**src/rtl/memory_stage_pkg.sv**
```systemverilog
// Shared pipeline definitions: opcode constants, memory-stage FSM states and
// the writeback payload carried from the memory stage to the register file.
package memory_stage_pkg;

  localparam int unsigned OP_W   = 5;
  localparam int unsigned DATA_W = 16;
  localparam int unsigned REG_W  = 4;

  typedef logic [OP_W-1:0] opcode_t;

  localparam opcode_t OP_ADD   = 5'b00000;
  localparam opcode_t OP_SUB   = 5'b00001;
  localparam opcode_t OP_LOAD  = 5'b01101;
  localparam opcode_t OP_LOADI = 5'b01110;
  localparam opcode_t OP_STORE = 5'b01111;
  localparam opcode_t OP_MOV   = 5'b10000;

  typedef enum logic [1:0] {
    ST_IDLE   = 2'd0,
    ST_ACCESS = 2'd1,
    ST_DONE   = 2'd2
  } mem_state_e;

  typedef struct packed {
    logic              we;
    logic [REG_W-1:0]  dest;
    logic [DATA_W-1:0] data;
  } wb_payload_t;

  function automatic logic is_mem_op(input opcode_t op);
    return (op == OP_LOAD) || (op == OP_STORE);
  endfunction

  // Encodings above MOV are unassigned and retire as no-ops.
  function automatic logic is_nop_op(input opcode_t op);
    return op > OP_MOV;
  endfunction

endpackage

```
**src/rtl/memory_stage_wait_timer.sv**
```systemverilog
// Saturating wait counter for an outstanding data-memory access; expired is
// high once ACK_TIMEOUT cycles have been spent waiting (count == ACK_TIMEOUT-1).
module mem_wait_timer #(
  parameter int unsigned ACK_TIMEOUT = 16
) (
  input  logic clk,
  input  logic rst,
  input  logic clear,
  input  logic enable,
  output logic expired
);

  localparam int unsigned CNT_W = $clog2(ACK_TIMEOUT) + 1;
  localparam logic [CNT_W-1:0] CNT_LAST = CNT_W'(ACK_TIMEOUT - 1);

  logic [CNT_W-1:0] count_q, count_d;

  assign expired = (count_q == CNT_LAST);

  // Holds at the terminal value instead of wrapping.
  always_comb begin
    count_d = count_q;
    if (clear) begin
      count_d = '0;
    end else if (enable && !expired) begin
      count_d = count_q + CNT_W'(1);
    end
  end

  always_ff @(posedge clk) begin
    if (rst) begin
      count_q <= '0;
    end else begin
      count_q <= count_d;
    end
  end

endmodule

```
**src/rtl/memory_stage.sv**
```systemverilog
// Pipeline memory stage: ALU results bypass to writeback in one cycle, LOAD and
// STORE run a request/ack handshake with a bounded wait and a sticky error.
module memory_stage
  import memory_stage_pkg::*;
#(
  parameter int unsigned ACK_TIMEOUT = 16
) (
  input  logic              clk,
  input  logic              rst,
  input  logic              ex_valid,
  output logic              ex_ready,
  input  logic [OP_W-1:0]   ex_control,
  input  logic [DATA_W-1:0] ex_result,
  input  logic [DATA_W-1:0] ex_store_data,
  input  logic [REG_W-1:0]  ex_dest,
  input  logic              ex_we,
  output logic              mem_req,
  output logic              mem_wr,
  output logic [DATA_W-1:0] mem_addr,
  output logic [DATA_W-1:0] mem_wdata,
  input  logic              mem_ack,
  input  logic [DATA_W-1:0] mem_rdata,
  output logic              wb_valid,
  output logic              wb_we,
  output logic [REG_W-1:0]  wb_dest,
  output logic [DATA_W-1:0] wb_data,
  output logic              mem_err
);

  mem_state_e        state_q, state_d;
  logic              ex_ready_q, ex_ready_d;
  logic              mem_req_q, mem_req_d;
  logic              mem_wr_q, mem_wr_d;
  logic [DATA_W-1:0] mem_addr_q, mem_addr_d;
  logic [DATA_W-1:0] mem_wdata_q, mem_wdata_d;
  logic [REG_W-1:0]  dest_q, dest_d;
  logic              wb_valid_q, wb_valid_d;
  wb_payload_t       wb_q, wb_d;
  logic              mem_err_q, mem_err_d;
  logic              timer_clear, timer_en, timer_expired;

  mem_wait_timer #(
    .ACK_TIMEOUT (ACK_TIMEOUT)
  ) u_wait_timer (
    .clk     (clk),
    .rst     (rst),
    .clear   (timer_clear),
    .enable  (timer_en),
    .expired (timer_expired)
  );

  always_comb begin
    state_d     = state_q;
    mem_req_d   = mem_req_q;
    mem_wr_d    = mem_wr_q;
    mem_addr_d  = mem_addr_q;
    mem_wdata_d = mem_wdata_q;
    dest_d      = dest_q;
    wb_valid_d  = 1'b0;
    wb_d        = wb_q;
    mem_err_d   = mem_err_q;
    timer_clear = 1'b0;
    timer_en    = 1'b0;

    unique case (state_q)
      ST_IDLE: begin
        if (ex_valid) begin
          if (is_mem_op(ex_control)) begin
            state_d     = ST_ACCESS;
            mem_req_d   = 1'b1;
            mem_wr_d    = (ex_control == OP_STORE);
            mem_addr_d  = ex_result;
            mem_wdata_d = ex_store_data;
            dest_d      = ex_dest;
            timer_clear = 1'b1;
          end else begin
            wb_valid_d = 1'b1;
            wb_d.dest  = ex_dest;
            if (is_nop_op(ex_control)) begin
              wb_d.we   = 1'b0;
              wb_d.data = '0;
            end else begin
              wb_d.we   = ex_we;
              wb_d.data = ex_result;
            end
          end
        end
      end

      ST_ACCESS: begin
        // An ack wins over a timeout landing on the same edge.
        if (mem_ack || timer_expired) begin
          state_d    = ST_DONE;
          mem_req_d  = 1'b0;
          mem_wr_d   = 1'b0;
          wb_valid_d = 1'b1;
          wb_d.dest  = dest_q;
          wb_d.we    = 1'b0;
          wb_d.data  = '0;
          if (!mem_ack) begin
            mem_err_d = 1'b1;
          end else if (!mem_wr_q) begin
            wb_d.we   = 1'b1;
            wb_d.data = mem_rdata;
          end
        end else begin
          timer_en = 1'b1;
        end
      end

      ST_DONE: begin
        state_d = ST_IDLE;
      end

      default: begin
        state_d = ST_IDLE;
      end
    endcase

    ex_ready_d = (state_d == ST_IDLE);
  end

  always_ff @(posedge clk) begin
    if (rst) begin
      state_q     <= ST_IDLE;
      ex_ready_q  <= 1'b1;
      mem_req_q   <= 1'b0;
      mem_wr_q    <= 1'b0;
      mem_addr_q  <= '0;
      mem_wdata_q <= '0;
      dest_q      <= '0;
      wb_valid_q  <= 1'b0;
      wb_q        <= '0;
      mem_err_q   <= 1'b0;
    end else begin
      state_q     <= state_d;
      ex_ready_q  <= ex_ready_d;
      mem_req_q   <= mem_req_d;
      mem_wr_q    <= mem_wr_d;
      mem_addr_q  <= mem_addr_d;
      mem_wdata_q <= mem_wdata_d;
      dest_q      <= dest_d;
      wb_valid_q  <= wb_valid_d;
      wb_q        <= wb_d;
      mem_err_q   <= mem_err_d;
    end
  end

  assign ex_ready  = ex_ready_q;
  assign mem_req   = mem_req_q;
  assign mem_wr    = mem_wr_q;
  assign mem_addr  = mem_addr_q;
  assign mem_wdata = mem_wdata_q;
  assign wb_valid  = wb_valid_q;
  assign wb_we     = wb_q.we;
  assign wb_dest   = wb_q.dest;
  assign wb_data   = wb_q.data;
  assign mem_err   = mem_err_q;

endmodule

```
**config.mk**
```make
export PLATFORM = sky130hd
export DESIGN_NAME = memory_stage
export DESIGN_NICKNAME = d
export VERILOG_FILES = /design/src/rtl/memory_stage_pkg.sv /design/src/rtl/memory_stage_wait_timer.sv /design/src/rtl/memory_stage.sv
export SDC_FILE = /design/constraint.sdc
export NUM_CORES = 1
export LEC_CHECK = 0
export BUFFER_PORTS_ARGS = -buffer_cell sky130_fd_sc_hd__buf_2
export CORE_MARGIN = 5
export CORE_UTILIZATION = 40
export CTS_CLUSTER_SIZE = 30
export DETAILED_ROUTE_END_ITERATION = 10
export PLACE_DENSITY = 0.71
export SYNTH_ARGS = -nofsm -noshare
export SYNTH_HDL_FRONTEND = slang
export SYNTH_SLANG_ARGS = --single-unit
```
**constraint.sdc**
```tcl
create_clock -name clk -period 2.15 [get_ports clk]
set_clock_uncertainty 0.2 [all_clocks]
set_input_delay 0.645 -clock clk [delete_from_list [all_inputs] [get_ports clk]]
set_output_delay 0.645 -clock clk [all_outputs]
set_load 0.1 [all_outputs]
```
# Word level (Yosys, flattened, before mapping)
# Index checks and enable logic that the tools add are counted.
[totals]
mem_bits_rw = 0
wordCells = 66
mem_count = 0
output_inout_bits = 58
latchBits = 0
ff_bits = 69
rom_bits = 0
in_bits = 62
[classes]
shifts = 0
muxes = 30
mul = 0
eq_ne = 8
div = 0
addsub = 1
n_bitwise = 1
n_reduce_logical = 12
n_lt_le_gt_ge = 1
[ops]
columns = ["cell", "n"]
rows = [
  ["21-bit 2-to-1 mux", 3],
  ["16-bit 2-to-1 mux", 3],
  ["21-bit case mux with 2 select lines", 1],
  ["1-bit 2-to-1 mux", 16],
  ["5-bit by 4-bit == test with 1-bit output, second input constant", 3],
  ["2-bit != test, second input constant", 4],
  ["4-bit AND reduction", 2],
  ["2-bit 2-to-1 mux", 3],
  ["1-bit case mux with 2 select lines", 3],
  ["3-bit AND reduction", 2],
  ["5-bit by 1-bit adder with 5-bit output, second input constant", 1],
  ["5-bit > comparator, second input constant", 1],
  ["2-bit logical NOT", 2],
  ["2-bit case mux with 2 select lines", 1],
  ["2-bit by 1-bit == test with 1-bit output, second input constant", 1],
  ["1-bit logical OR", 2],
  ["2-bit nonzero test", 1],
  ["2-bit OR reduction", 1],
  ["1-bit logical AND", 1],
  ["1-bit logical NOT", 1],
  ["1-bit inverter", 1],
]

# Logic depth before layout (Yosys ltp)
[depth]
ltp_word = 6
depth_mapped = 7
depth_no_buf = 6

# Modules after synthesis
# From an unflattened synthesis, not the netlist that was laid out.
[hier_totals]
hier_cells = 332
area_unflattened_um2 = 3093.0
[by_module_without_submodules]
columns = ["mod", "cells_per_inst", "seq_area_each_um2", "instances", "area_per_inst_um2"]
rows = [
  ["memory_stage", 306, 1281.2, 1, 2851.5],
  ["mem_wait_timer", 26, 100.1, 1, 241.5],
]

# Worst setup path after synthesis
# No wires, ideal clock.
[synth_path]
path_type = "flip-flop to flip-flop"
from = "register u_wait_timer.count_q[0]"
to = "register u_wait_timer.count_q[3]"
arrival_ps = 1910
path_stages_with_launch = 7
synth_period_minus_slack_ps = 2179
t_required_ps = 1880
path_buffers = 0
setup_ps = 70
slack_ps = -29
cell_sequence = "dfxtp_1 ha_1 and3_1 ha_1 or4b_4 or3_1 a21oi_1"
[synth_between]
elab_chain_len = 5
word_cells_on_any_way = 7
cone_classes = "add/sub (1); eq/ne (1); mux (2); reduce/logical (3)"
[synth_lines]
columns = ["element", "line", "rtl"]
rows = [
  ["start: declaration", "memory_stage_wait_timer.sv:16", "logic [CNT_W-1:0] count_q, count_d;"],
  ["start signal: assignment", "memory_stage_wait_timer.sv:34", "count_q <= count_d;"],
  ["5-bit by 4-bit == test with 1-bit output", "memory_stage_wait_timer.sv:18", "assign expired = (count_q == CNT_LAST);"],
  ["1-bit logical OR", "memory_stage.sv:92", "if (mem_ack || timer_expired) begin"],
  ["1-bit 2-to-1 mux", "memory_stage.sv:92", ""],
  ["1-bit 2-to-1 mux", "memory_stage.sv:65", "unique case (state_q)"],
  ["1-bit logical AND", "memory_stage_wait_timer.sv:25", "end else if (enable && !expired) begin"],
]
# Parallel ways exist; a longest one is shown, timed or not.
# A chain may end at the register's enable or synchronous reset.

# Worst setup path after layout
[layout_path]
from = "register u_wait_timer.count_q[0]"
to = "register u_wait_timer.count_q[2]"
# The elaborated chain is that of the path after synthesis.

==> qor.yml <==
run_status:
  outcome: "finished, final reports clean"
cells_and_area:
  antenna_cells: 0
  finalNonFillerCells: 549
  final_nets: 511
  final_common_cell: "buf_2"
  drive_gt1_share_pct: 38.9
  area_growth_pct: 34.6
  final_cell_mix: "119 x buf_2, 67 x dfxtp_1, 39 x a21oi_1"
  fill_cells: 706
die:
  die_area_um2: 9260
  coreArea_um2: 7250
  num_rows: 31
  initial_core_util_pct: 41.0
  die_w_um: 96.2
  io_pins: 120
  die_y_um: 96.2
critical_path:
  ff2ff_setup_slack_ns: 0.05
  critPathKind: "reg2reg"
  worst_path_largest_cell_delay_ns: 0.53
  worstPathArrival_ns: 2.17
  reg2reg_depth: 6
  timing.rr.end: "u_wait_timer.count_q[2]"
  end_kind: "flip-flop"
  crit_top_cell: "ha_4"
  worstPathRequired_ns: 2.22
  path_max_fanout: 4
  slowest_stage: "or4b_4"
  critPathLaunchType: "flip-flop"
  path_cells: "ha_4 > and3_4 > ha_4 > or4b_4 > or3_4 > a21oi_2"
  r2r_start: "u_wait_timer.count_q[0]"
timing:
  slew_headroom_pct: 65.2
  hold_viol: 0
  max_freq_mhz: 476
  rsz0062_at_grt: "yes"
  final.min_clock_period_ns: 2.10
  slew_viol_final: 0
  finalCritPeriodShare_pct: 97.7
  setup_violations: 0
  tightest_slew_ns: 0.526
  whs_ns: 0.275
logic_synthesis:
  ys.flop_type: "dfxtp_1"
  async_flop_share_pct: 0
  synth.distinct_cells: 37
  netlist_area_um2: 2980
  yosysSeqAreaShare_pct: 46.4
  synth-seq-cells: 69
  synthCells: 333
  synth.avg_cell_area_um2: 8.93
  synthesis.nets: 397
  synth-edff-count: 0
  yosys_warnings: 0
global_route:
  grt_max_degree: 52
  grt_use_total_pct: 20.3
  grt-ovfl-total: 0
  grt_pass1_vias: 2947
  antenna_found_initial: 0
  grt_pass1_wl_mm: 14.6
drt:
  routedWlPerCell_um: 17.2
  num_vias: 3098
  viasPerCell: 5.64
  first_pass_iters: 5
  ant_nets: 0
  drtIter0Drc: 220
  drc_errors: 0
  drt-total-wl_mm: 9.46
place:
  routabilityCongestion: 0.817
  port-buffer-count: 119
  place_hpwl_mm: 6.66
  place_inst: 533
cts:
  clkLatencyLatePin_ns: 0.33
  root_buffer: "clkbuf_8"
  path_clk_slew_ns: 0.07
  cts-buffers-inserted: 9
  htreeDepth: 3
  cts_tree: "done"
  clock_sinks: 69
  clock_path_buffers: 2
job:
  cap_violations: 0
worst_hold_path:
  min_to: "mem_addr[0]"
  hold_depth: 2
  hp-class: "reg2reg"
  holdCritStartpoint: "mem_addr[0]"
pwr:
  ir_drop_mv: 0.270
  p_per_area_nw_per_um2: 759
  p_leak_nw: 1.64
[layer usage]
layer	GRT usage [%]	share of wire [%]	vias to the layer above
li1	-	-	1515
met1	25.6	42	1445
met2	32.3	48	122
met3	5.47	8.3	16
met4	9.12	2.3	0
met5	0	0	-
[area by class of cell]
type	instances	area, um2	area share, %
inverters	3	11.3	0.281
clock inverters	1	30.0	0.750
clock buffers	13	169	4.22
repair buffers	144	833	20.8
flip-flops and latches	69	1380	34.6
multi-input cells	220	1450	36.3
well taps	99	124	3.09
[synth_stat cells, drive strengths merged, types with 2 or more instances]
library cell,count,area [um2]
a21oi,41,205
buf,22,116
inv,3,11.3
ha,2,25.0
nor2,6,22.5
clkbuf,19,71.3
or3,2,12.5
nand2,11,41.3
a221oi,21,184
dfxtp,69,1380
nand3,38,190
o21ai,40,200
a211oi,18,135
a32oi,16,140
a311oi,4,35.0
a31oi,2,12.5
[worst max-delay path: cells and delay by family, from the launching register on]
kind	cells	cell delay (ns)
DFF	1	0.34
AOI/OAI and AO/OA	1	0.11
adders and majority gates	2	0.32
and+or+nand+nor	3	1.08
[report_power, final]
| group | switching (mW) | internal (mW) | total, mW |
|---|---|---|---|
| clock | 0.443 | 0.619 | 1.06 |
| combinational | 0.475 | 0.160 | 0.635 |
| sequential | 0.0223 | 1.32 | 1.34 |
[through the flow]
step | util, % | setup TNS [ns] | power (mW) | worst slack (ns) | cell area (um2)
CTS | 54.7 | 0 | 3.07 | 0.0277 | 3970
floorplan | - | 0 | 1.82 | 0.00641 | 2980
global route | 55.2 | -0.0302 | 3.15 | -0.0196 | 4010
global placement | 51.6 | 0 | 2.00 | 0.00497 | 3740
detailed placement | 51.6 | -0.111 | 2.00 | -0.0944 | 3740
finish | 55.2 | 0 | 3.04 | 0.0490 | 4010
[cells by family (layout without fill, tap and decap cells)]
family,after synthesis,after routing,synth area share (%)
AO/OA/AOI/OAI,147,147,32.8
AND/OR/NAND/NOR,70,70,13.0
flip-flops,69,69,46.4
buffers and inverters,44,161,6.69
adder cells (fa/ha/maj),2,2,0.841
XOR/XNOR,1,1,0.294
[worst max-delay path by stage]
stage                            start                 endpoint  slack [ns]
2_1_floorplan  u_wait_timer.count_q[0]  u_wait_timer.count_q[3]       0.006
3_3_place_gp   u_wait_timer.count_q[0]  u_wait_timer.count_q[3]       0.005
3_5_place_dp   u_wait_timer.count_q[0]  u_wait_timer.count_q[3]       -0.09
4_1_cts        u_wait_timer.count_q[0]  u_wait_timer.count_q[3]        0.03
5_1_grt        u_wait_timer.count_q[0]  u_wait_timer.count_q[2]       -0.02
6_report       u_wait_timer.count_q[0]  u_wait_timer.count_q[2]        0.05
[registers in the layout, indices dropped and copies added (netlist names)]
name,flops
wb_data,16
mem_req,1
mem_wdata,16
state_q,2
mem_wr,1
wb_dest,4
dest_q,4
ex_ready,1
mem_addr,16
wb_valid,1
wb_we,1
mem_err,1
u_wait_timer.count_q,5
[repair_timing]
| action | in CTS | in global routing |
|---|---|---|
| resized for setup | 5 | 8 |
| setup buffers | 1 | 1 |
| setup endpoints to repair | 2 | 8 |
| endpoints found under the hold margin | 0 | 0 |
| hold buffers | 0 | 0 |
| pin swaps | 5 | 4 |
Power figures use the tool's default switching activity.
